**src/rtl/midi_pkg.sv**
```systemverilog
// midi_pkg: shared types and helpers for the MIDI input receiver.
//   midi_msg_t     - one assembled message {status, data1, data2, len}
//   len_info_t     - number of data bytes a status expects, plus a drop flag
//   rx_state_t     - byte receiver FSM states
//   midi_data_len  - status byte -> len_info_t lookup
//   ST_*           - status byte range boundaries
package midi_pkg;

  localparam logic [7:0] ST_CHAN_LO = 8'h80;  // first channel status
  localparam logic [7:0] ST_CHAN_HI = 8'hEF;  // last channel status
  localparam logic [7:0] ST_SYS_LO  = 8'hF0;  // first system common
  localparam logic [7:0] ST_RT_LO   = 8'hF8;  // first real-time

  typedef struct packed {
    logic [7:0] status;
    logic [7:0] data1;
    logic [7:0] data2;
    logic [1:0] len;
  } midi_msg_t;

  typedef struct packed {
    logic [1:0] len;
    logic       drop;
  } len_info_t;

  typedef enum logic [1:0] {
    RX_IDLE,
    RX_START,
    RX_DATA,
    RX_STOP
  } rx_state_t;

  // Data bytes expected after a status byte. Sysex and undefined system
  // common codes report drop=1: their data bytes must be discarded.
  function automatic len_info_t midi_data_len(input logic [7:0] status);
    len_info_t r;
    r.len  = 2'd0;
    r.drop = 1'b0;
    case (status[7:4])
      4'h8, 4'h9, 4'hA, 4'hB, 4'hE: r.len = 2'd2;
      4'hC, 4'hD:                   r.len = 2'd1;
      4'hF: begin
        case (status)
          8'hF2:                      r.len  = 2'd2;
          8'hF1, 8'hF3:               r.len  = 2'd1;
          8'hF0, 8'hF4, 8'hF5, 8'hF7: r.drop = 1'b1;
          default:                    r.len  = 2'd0;
        endcase
      end
      default: r.len = 2'd0;
    endcase
    return r;
  endfunction

endpackage

```
**src/rtl/midi_uart_rx.sv**
```systemverilog
// midi_uart_rx: 2-flop synchroniser plus oversampled 8N1 byte receiver.
//   baud_clk     - clock, OVERSAMPLE ticks per bit
//   rst          - asynchronous, active-low reset
//   rx_i         - raw serial input, idle high
//   byte_o       - received byte (valid while byte_valid_o is high)
//   byte_valid_o - one-cycle pulse: stop bit sampled high
//   frame_err_o  - one-cycle pulse: stop bit sampled low, byte discarded
module midi_uart_rx
  import midi_pkg::*;
#(
  parameter int OVERSAMPLE = 8
) (
  input  logic       baud_clk,
  input  logic       rst,
  input  logic       rx_i,
  output logic [7:0] byte_o,
  output logic       byte_valid_o,
  output logic       frame_err_o
);

  localparam int            CW      = $clog2(OVERSAMPLE);
  localparam logic [CW-1:0] HALF_M1 = CW'(OVERSAMPLE / 2 - 1);
  localparam logic [CW-1:0] FULL_M1 = CW'(OVERSAMPLE - 1);
  localparam logic [CW-1:0] CNT_ONE = CW'(1);

  logic [1:0]    sync_q;
  logic          rx_s;
  rx_state_t     state_q, state_d;
  logic [CW-1:0] cnt_q, cnt_d;
  logic [2:0]    bit_q, bit_d;
  logic [7:0]    shift_q, shift_d;

  // Synchroniser resets to the idle (high) line level.
  always_ff @(posedge baud_clk or negedge rst) begin
    if (!rst) sync_q <= 2'b11;
    else      sync_q <= {sync_q[0], rx_i};
  end
  assign rx_s = sync_q[1];

  always_ff @(posedge baud_clk or negedge rst) begin
    if (!rst) begin
      state_q <= RX_IDLE;
      cnt_q   <= '0;
      bit_q   <= 3'd0;
      shift_q <= 8'h00;
    end else begin
      state_q <= state_d;
      cnt_q   <= cnt_d;
      bit_q   <= bit_d;
      shift_q <= shift_d;
    end
  end

  always_comb begin
    state_d      = state_q;
    cnt_d        = cnt_q;
    bit_d        = bit_q;
    shift_d      = shift_q;
    byte_valid_o = 1'b0;
    frame_err_o  = 1'b0;
    case (state_q)
      RX_IDLE: begin
        cnt_d = '0;
        if (!rx_s) state_d = RX_START;
      end
      // Re-check the start bit mid-bit; a high here was only a glitch.
      RX_START: begin
        if (cnt_q == HALF_M1) begin
          cnt_d   = '0;
          bit_d   = 3'd0;
          state_d = rx_s ? RX_IDLE : RX_DATA;
        end else begin
          cnt_d = cnt_q + CNT_ONE;
        end
      end
      // From the mid-start point, every OVERSAMPLE ticks lands mid-bit.
      RX_DATA: begin
        if (cnt_q == FULL_M1) begin
          cnt_d   = '0;
          shift_d = {rx_s, shift_q[7:1]};
          bit_d   = bit_q + 3'd1;
          if (bit_q == 3'd7) state_d = RX_STOP;
        end else begin
          cnt_d = cnt_q + CNT_ONE;
        end
      end
      RX_STOP: begin
        if (cnt_q == FULL_M1) begin
          cnt_d   = '0;
          state_d = RX_IDLE;
          if (rx_s) byte_valid_o = 1'b1;
          else      frame_err_o  = 1'b1;
        end else begin
          cnt_d = cnt_q + CNT_ONE;
        end
      end
      default: state_d = RX_IDLE;
    endcase
  end

  assign byte_o = shift_q;

endmodule

```
**src/rtl/midi_msg_rx.sv**
```systemverilog
// midi_msg_rx: MIDI input receiver. Captures serial bytes, assembles MIDI
// messages (running status, real-time interleaving, sysex dropping) and
// queues them in a small FIFO with a valid/ready output.
//   baud_clk   - clock, OVERSAMPLE ticks per bit
//   rst        - asynchronous, active-low reset
//   midi_rx    - raw serial input, idle high
//   msg_valid  - FIFO head holds a message
//   msg_ready  - consumer accepts the head when msg_valid is high
//   msg_status, msg_data1, msg_data2, msg_len - head entry, 0 when empty
//   frame_err  - one-cycle pulse on a low stop bit
//   overflow   - one-cycle pulse when a completed message is dropped
//   fifo_level - occupied FIFO entries
// Handshake: an entry leaves the FIFO on each rising edge where msg_valid
// and msg_ready are both high; msg_valid never depends on msg_ready.
module midi_msg_rx
  import midi_pkg::*;
#(
  parameter int OVERSAMPLE = 8,
  parameter int FIFO_DEPTH = 4
) (
  input  logic                        baud_clk,
  input  logic                        rst,
  input  logic                        midi_rx,
  output logic                        msg_valid,
  input  logic                        msg_ready,
  output logic [7:0]                  msg_status,
  output logic [7:0]                  msg_data1,
  output logic [7:0]                  msg_data2,
  output logic [1:0]                  msg_len,
  output logic                        frame_err,
  output logic                        overflow,
  output logic [$clog2(FIFO_DEPTH):0] fifo_level
);

  localparam int          AW      = $clog2(FIFO_DEPTH);
  localparam logic [AW:0] DEPTH_L = (AW + 1)'(FIFO_DEPTH);

  logic [7:0] rx_byte;
  logic       rx_byte_valid;
  logic       rx_frame_err;

  midi_uart_rx #(
    .OVERSAMPLE(OVERSAMPLE)
  ) u_uart (
    .baud_clk    (baud_clk),
    .rst         (rst),
    .rx_i        (midi_rx),
    .byte_o      (rx_byte),
    .byte_valid_o(rx_byte_valid),
    .frame_err_o (rx_frame_err)
  );

  // ---------------------------------------------------------------------
  // Parser. cur_active_q means "data bytes are being collected for
  // cur_status_q". It is cleared both when there is no running status and
  // in sysex/undefined drop mode, so both cases ignore data bytes alike.
  // cur_sticky_q marks a channel status that survives message completion.
  // ---------------------------------------------------------------------
  logic [7:0] cur_status_q, cur_status_d;
  logic       cur_active_q, cur_active_d;
  logic       cur_sticky_q, cur_sticky_d;
  logic [1:0] need_q, need_d;
  logic [1:0] cnt_q, cnt_d;
  logic [7:0] d1_q, d1_d;
  logic       push_q, push_d;
  midi_msg_t  push_msg_q, push_msg_d;
  len_info_t  info;

  always_ff @(posedge baud_clk or negedge rst) begin
    if (!rst) begin
      cur_status_q <= 8'h00;
      cur_active_q <= 1'b0;
      cur_sticky_q <= 1'b0;
      need_q       <= 2'd0;
      cnt_q        <= 2'd0;
      d1_q         <= 8'h00;
      push_q       <= 1'b0;
      push_msg_q   <= '0;
    end else begin
      cur_status_q <= cur_status_d;
      cur_active_q <= cur_active_d;
      cur_sticky_q <= cur_sticky_d;
      need_q       <= need_d;
      cnt_q        <= cnt_d;
      d1_q         <= d1_d;
      push_q       <= push_d;
      push_msg_q   <= push_msg_d;
    end
  end

  always_comb begin
    cur_status_d = cur_status_q;
    cur_active_d = cur_active_q;
    cur_sticky_d = cur_sticky_q;
    need_d       = need_q;
    cnt_d        = cnt_q;
    d1_d         = d1_q;
    push_d       = 1'b0;
    push_msg_d   = push_msg_q;
    info         = midi_data_len(rx_byte);
    if (rx_frame_err) begin
      cnt_d = 2'd0;
    end else if (rx_byte_valid) begin
      if (rx_byte >= ST_RT_LO) begin
        // Real-time: emitted at once, parser state untouched.
        push_d     = 1'b1;
        push_msg_d = '{status: rx_byte, data1: 8'h00, data2: 8'h00, len: 2'd0};
      end else if (rx_byte >= ST_CHAN_LO) begin
        cur_status_d = rx_byte;
        need_d       = info.len;
        cnt_d        = 2'd0;
        cur_sticky_d = (rx_byte <= ST_CHAN_HI);
        cur_active_d = !info.drop && (info.len != 2'd0);
        // A zero-length non-drop status (F6) is a complete message by itself.
        if (!info.drop && info.len == 2'd0) begin
          push_d     = 1'b1;
          push_msg_d = '{status: rx_byte, data1: 8'h00, data2: 8'h00, len: 2'd0};
        end
      end else if (cur_active_q) begin
        if (cnt_q + 2'd1 == need_q) begin
          push_d            = 1'b1;
          push_msg_d.status = cur_status_q;
          push_msg_d.data1  = (cnt_q == 2'd0) ? rx_byte : d1_q;
          push_msg_d.data2  = (need_q == 2'd2) ? rx_byte : 8'h00;
          push_msg_d.len    = need_q;
          cnt_d             = 2'd0;
          if (!cur_sticky_q) cur_active_d = 1'b0;
        end else begin
          d1_d  = rx_byte;
          cnt_d = cnt_q + 2'd1;
        end
      end
    end
  end

  // ---------------------------------------------------------------------
  // Message FIFO. Pointers carry one extra bit so full and empty differ.
  // ---------------------------------------------------------------------
  logic [AW:0] wr_ptr_q, rd_ptr_q;
  logic [AW:0] level;
  midi_msg_t   mem_q [FIFO_DEPTH];
  midi_msg_t   head;
  logic        pop, full, wr_en;
  logic        overflow_q;

  assign level     = wr_ptr_q - rd_ptr_q;
  assign full      = (level == DEPTH_L);
  assign msg_valid = (level != '0);
  assign pop       = msg_valid && msg_ready;
  // A pop in the same cycle frees the slot a full FIFO needs.
  assign wr_en     = push_q && (!full || pop);

  always_ff @(posedge baud_clk or negedge rst) begin
    if (!rst) begin
      wr_ptr_q   <= '0;
      rd_ptr_q   <= '0;
      overflow_q <= 1'b0;
    end else begin
      if (wr_en) wr_ptr_q <= wr_ptr_q + 1'b1;
      if (pop)   rd_ptr_q <= rd_ptr_q + 1'b1;
      overflow_q <= push_q && full && !pop;
    end
  end

  // Storage needs no reset: outputs are forced to 0 while empty.
  always_ff @(posedge baud_clk) begin
    if (wr_en) mem_q[wr_ptr_q[AW-1:0]] <= push_msg_q;
  end

  assign head       = msg_valid ? mem_q[rd_ptr_q[AW-1:0]] : '0;
  assign msg_status = head.status;
  assign msg_data1  = head.data1;
  assign msg_data2  = head.data2;
  assign msg_len    = head.len;
  assign frame_err  = rx_frame_err;
  assign overflow   = overflow_q;
  assign fifo_level = level;

endmodule

```
**config.mk**
```make
export PLATFORM = sky130hd
export DESIGN_NAME = midi_msg_rx
export DESIGN_NICKNAME = d
export VERILOG_FILES = /design/src/rtl/midi_pkg.sv /design/src/rtl/midi_uart_rx.sv /design/src/rtl/midi_msg_rx.sv
export SDC_FILE = /design/constraint.sdc
export NUM_CORES = 1
export LEC_CHECK = 0
export BUFFER_PORTS_ARGS = -buffer_cell sky130_fd_sc_hd__buf_2
export CORE_UTILIZATION = 45
export CTS_BUF_LIST = sky130_fd_sc_hd__clkbuf_16
export CTS_CLUSTER_DIAMETER = 30
export DETAILED_ROUTE_END_ITERATION = 8
export GPL_TIMING_DRIVEN = 1
export PLACE_DENSITY = 0.66
export SYNTH_ARGS = -nofsm -noshare
export SYNTH_HDL_FRONTEND = slang
export SYNTH_SLANG_ARGS = --single-unit
```
**constraint.sdc**
```tcl
create_clock -name baud_clk -period 2.9 [get_ports baud_clk]
set_input_delay 0.58 -clock baud_clk [delete_from_list [all_inputs] [get_ports baud_clk]]
set_output_delay 0.58 -clock baud_clk [all_outputs]
set_load 0.005 [all_outputs]
```
Yosys cells after proc, flatten, opt, wreduce, memory -nomap -nowiden:

Memory sizes are Yosys's and may differ from the RTL's.
Index checks and enable logic that the tools add are counted.

* $add $sub $neg: 6
* order comparisons: 3
* equality and inequality tests: 31
* multiplexer cells: 50
* bitwise gates (word level): 4
* reductions and logical operators: 33

Operator list (number)
* $mux 26: 6
* $eq 8x8->1 const B: 7
* $eq 4x4->1 const B: 8
* $mux 2: 12
* $mux 1: 21
* $ge 8x8->1 const B: 2
* $mux 8: 2
* $add 3x1->3 const B: 4
* $mux 3: 4
* $reduce_bool 3->1: 4
* $reduce_and 5->1: 2
* $eq 3x3->1 const B: 3
* $pmux 3 s3: 1
* $reduce_and 3->1: 3
* $le 8x8->1 const B: 1
* $ne 2x1->1 const B: 4
* $pmux 2 s4: 1
* $eq 2x2->1 const B: 3
* $logic_and 1x1->1: 6
* $logic_not 2->1: 3
* $pmux 2 s3: 1
* $pmux 3 s2: 1
* $reduce_and 6->1: 1
* $reduce_bool 2->1: 3
* other kinds (16): 24

* bits in registers: 74
* memory bits (writable): 104
* bits of input ports: 4
* output and inout bits: 32
* word-level logic and storage cells: 147
* memories kept: 1

Memories
* mem_q: words 4, width 26, rd ports 1, clocked after memory_dff 0, wr ports 1, RTL line midi_msg_rx.sv:141 `midi_msg_t mem_q [FIFO_DEPTH];`

Depth between registers and ports, before layout:

* depth in word-level cells: 11
* gate-level depth with buffers: 9
* gate-level depth less buffers: 7

Modules after synthesis:

Synthesis repeated with hierarchy kept, for this count alone.

* cells, all modules: 454
* area total of the unflattened synthesis: 7450.9 um^2

Modules (own cells, without submodules)
* midi_msg_rx: instances 1, cells an instance 386, area an instance 6591.3 um^2, sequential area each 4524.3 um^2
* midi_uart_rx: instances 1, cells an instance 68, area an instance 859.6 um^2, sequential area each 452.9 um^2

Worst setup path after synthesis:

No wires, ideal clock.

* path type: reg2reg
* start: register wr_ptr_q[0]
* end: memory mem_q[3][0] (netlist name), enable pin
* setup time: 385 ps
* data arrival time: 2621 ps
* required time: 2515 ps
* slack: -106 ps
* cell stages (with the launch flop): 7
* path buffers: 0
* clock period less this slack: 3006 ps
* path through: dfrtp_1 > inv_1 > ha_1 > fa_1 > xor3_1 > a21boi_0 > and2_1

* cells in the longest elaborated chain, start to end: 7
* elaborated cells on any way between the ends: 9
* classes of those cells: add/sub (1); eq/ne (1); mux (2); reduce/logical (5)

Ends and longest elaborated chain
* start, declared: RTL line midi_msg_rx.sv:139 `logic [AW:0] wr_ptr_q, rd_ptr_q;`
* start signal, assigned: RTL line midi_msg_rx.sv:159 `if (wr_en) wr_ptr_q <= wr_ptr_q + 1'b1;`
* $sub 3x3->3 (*): RTL line midi_msg_rx.sv:146 `assign level = wr_ptr_q - rd_ptr_q;`
* named net fifo_level[2]: RTL line midi_msg_rx.sv:32 `output logic [$clog2(FIFO_DEPTH):0] fifo_level`
* $eq 3x3->1 / $reduce_bool 3->1 (equally long branches): RTL line midi_msg_rx.sv:147, midi_msg_rx.sv:148
* $logic_not 1->1 / $logic_and 1x1->1 (equally long branches): RTL line midi_msg_rx.sv:151, midi_msg_rx.sv:149
* $logic_or 1x1->1 (*): RTL line midi_msg_rx.sv:151 `assign wr_en = push_q && (!full || pop);`
* $logic_and 1x1->1 (*): RTL line midi_msg_rx.sv:151
* $mux 1 (*): RTL line midi_msg_rx.sv:167 `if (wr_en) mem_q[wr_ptr_q[AW-1:0]] <= push_msg_q;`
* $mux 1 (implied by the code) (*): RTL line midi_msg_rx.sv:167
* end, declared: RTL line midi_msg_rx.sv:141

The timed path passes the listed nets; every way through them passes the cells marked *.

Worst setup path in the final report:

* start: register wr_ptr_q[0]
* end: output port msg_status[3]

* cells in the longest elaborated chain, start to end: 3

Ends and longest elaborated chain
* $sub 3x3->3: RTL line midi_msg_rx.sv:146
* $reduce_bool 3->1: RTL line midi_msg_rx.sv:148 `assign msg_valid = (level != '0);`
* $mux 26: RTL line midi_msg_rx.sv:170 `assign head = msg_valid ? mem_q[rd_ptr_q[AW-1:0]] : '0;`
* end, declared: RTL line midi_msg_rx.sv:26 `output logic [7:0] msg_status,`

Every way passes these cells.

==> impl_metrics.json <==
{
  "rsz0062_at_grt": "yes",
  "place_ws_ns": -0.0204,
  "required_ns": 2.32,
  "reg2reg_depth": 10,
  "p_sw_mw": 1.60,
  "endpoint_kind": "output pin",
  "ios": 36,
  "slew_violations": 0,
  "routedWlPerCell_um": 18.8,
  "ys.flop_type": "edfxtp_1",
  "synth_common_cells": "edfxtp_1 (104), dfrtp_1 (72), mux2_2 (38)",
  "synth_nets": 494,
  "num_vias": 4109,
  "grt_usage_pct": 17.6,
  "antenna_found_initial": 0,
  "netlist_instances": 471,
  "stdcell_count": 756,
  "final_core_util_pct": 55.2,
  "clkSinkCount": 178,
  "grt_pass1_vias": 4198,
  "fill_cells": 1266,
  "synth_edf_count": 104,
  "cap_violations": 0,
  "yosys.area.top_type": "edfxtp_1",
  "fin_ws_ns": -0.0893,
  "dieArea_um2": 17300,
  "die_x_um": 132,
  "final_antenna_net_count": 0,
  "synth_area_um2": 7550,
  "grt_overflow": 0,
  "globalplace.congestion": 0.779,
  "h-tree-depth": 4,
  "area_growth_pct": 17.9,
  "fmax_mhz": 335,
  "drc": 0,
  "fp-row-count": 46,
  "wirelength_um": 14200,
  "fin_skew_ns": 0.00899,
  "hold_path.class": "primary input to flop",
  "num_antenna_cells": 0,
  "seq_power_share_pct": 46.9,
  "layout.nets": 550,
  "cts_tree": "yes",
  "start_util_pct": 46.8,
  "fin_crit_ns": 2.99,
  "avgSynthCellArea_um2": 16.0,
  "drive_gt1_share_pct": 36.5,
  "leakage_nw": 3.88,
  "hpwl_um": 8530,
  "place_inst": 714,
  "cts.reportedPaths.clkPinSlew_ns": 0.07,
  "portBuffers": 35,
  "synth_seq_cells": 178,
  "synth.most_common_cell": "edfxtp_1",
  "power.share.clock_pct": 34.4,
  "yosys-top-cells-area": "edfxtp_1 (41%), dfrtp_1 (24%), mux4_2 (7.8%), mux2_2 (5.7%), ha_1 (3.0%)",
  "min_path_cells": 1,
  "ir_drop_mv": 0.516,
  "cts_buffers": 17,
  "ctsLongestPathBuffers": 2,
  "yosys.area.top_type_share_pct": 41.4,
  "drt_first_pass_iters": 4,
  "ys_seq_area_share_pct": 65.9,
  "dpl_cell_area_um2": 8060,
  "die_h_um": 132,
  "p_comb_share_pct": 18.7,
  "cp_max_fo": 8,
  "root_buffer": "clkbuf_16",
  "failed_checks": "setup timing",
  "worstSetupPathType": "flop to output pin",
  "worst_slew_pin_slew_ns": 0.957,
  "ff_latch_area_um2": 4980,
  "power_density_nw_per_um2": 663,
  "yosys_warnings": 0,
  "grt_pass1_wl_um": 23000,
  "status": "complete, but fails checks",
  "cts_hold_buf": 0,
  "clk_latency_ns": 0.44,
  "crit_arrival_ns": 2.41,
  "multiInputGateArea_um2": 2480,
  "drt_iter0_markers": 221,
  "core-area_um2": 16100,
  "fin_area_um2": 8900,
  "p_total_mw": 5.90,
  "internal-power_mw": 4.30,
  "timing.final.crit_share_pct": 103,
  "grt_start_max_net_pins": 75,
  "slew_headroom_pct": 36.2,
  "async_flop_share_pct": 41.6,
  "finalSetupViolCount": 22,
  "switching_share_pct": 27.2,
  "viasPerCell": 5.44,
  "start_kind": "flop",
  "finalHoldViolCount": 0,
  "ys_types": 54
}
==> flip-flops by register name, summed over array words and instances (netlist names), 3 cells and up, named ones only <==
signal         count
d1_q               8
cur_status_q       8
u_uart.bit_q       3
rd_ptr_q           3
u_uart.byte_o      8
wr_ptr_q           3
u_uart.cnt_q       3
push_msg_q        26
mem_q            104
==> cells in the final DEF, fill, tap and decap left out, drive strengths merged, types with 6 or more instances in the layout <==
cell and instances:
mux2i 8, nand2 23, clkbuf 17, ha 18, dfrtp 72, a21oi 6, o311ai 7, and2 32
nor2 7, mux2 38, inv 24, clkinv 6, nor2b 9, a22o 9, nand2b 6, edfxtp 104
a22oi 9, buf 62, mux4 26
==> cell type report <==
type / count / share of cell area, %
inverters: 16 / 0.703
multi-input cells: 252 / 27.9
repair buffers: 62 / 6.59
clock buffers: 17 / 4.78
clock inverters: 15 / 1.04
flip-flops and latches: 178 / 55.9
well taps: 216 / 3.04
==> logic make-up after synthesis <==
logic type,after synthesis,share of synthesized area (%)
AOI/OAI and AO/OA,54,5.37
and+or+nand+nor,98,7.38
xor gates and xnor gates,7,1.01
DFF,178,65.9
muxes,72,14.5
adders and majority gates,19,3.25
buffers and inverters,43,2.55
==> per-stage QoR <==
| step | TNS (ns) | hold WS, ns |
|---|---|---|
| after floorplan | 0 | 0.284 |
| after global placement | 0 | 0.346 |
| after detailed placement | -0.294 | 0.347 |
| after CTS | -1.42 | 0.219 |
| after global routing | -2.71 | 0.224 |
| final | -1.07 | 0.238 |
==> power groups by stage <==
stage	Combinational, mW	Clock, mW	Sequential (mW)
3_3_place_gp	0.855	0	2.81
6_report	1.10	2.03	2.77
5_1_grt	1.21	2.18	2.77
2_1_floorplan	0.647	0	2.81
3_5_place_dp	0.887	0	2.82
4_1_cts	1.10	2.08	2.77
==> layer usage <==
| layer | global-route usage [%] | vias to the layer above | routed length (µm) |
|---|---|---|---|
| li1 | - | 1893 | - |
| met1 | 22.8 | 2116 | 6460 |
| met2 | 28.8 | 82 | 7080 |
| met3 | 4.09 | 18 | 424 |
| met4 | 6.91 | 0 | 236 |
| met5 | 0 | - | 0 |
==> critical path, cell delays in order (launching register included) <==
cell     delay [ns]
dfrtp_1        0.37
inv_2          0.07
ha_4           0.16
fa_2           0.35
xor3_2         0.27
buf_6          0.15
or2_4          0.32
and2_1         0.16
buf_2          0.12
==> path summary, 6_finish.rpt <==
path | start | to | slack [ns]
min | midi_rx | u_uart.sync_q[0] | 0.24
max in group asynchronous | rst | rd_ptr_q[0] | 1.94
min reg2reg | u_uart.sync_q[0] | u_uart.sync_q[1] | 0.36
max reg2reg | wr_ptr_q[0] | mem_q[3][10] | 0.40
min in group asynchronous | rst | push_msg_q[9] | 0.27
max | wr_ptr_q[0] | msg_status[3] | -0.09
==> timing repair <==
action	in CTS	in global routing
gates resized for setup	25	35
pin swaps	4	3
buffers inserted	6	2
setup endpoints to repair	27	26
cloned	2	0
Note: power is estimated with default switching activity, not from simulation.
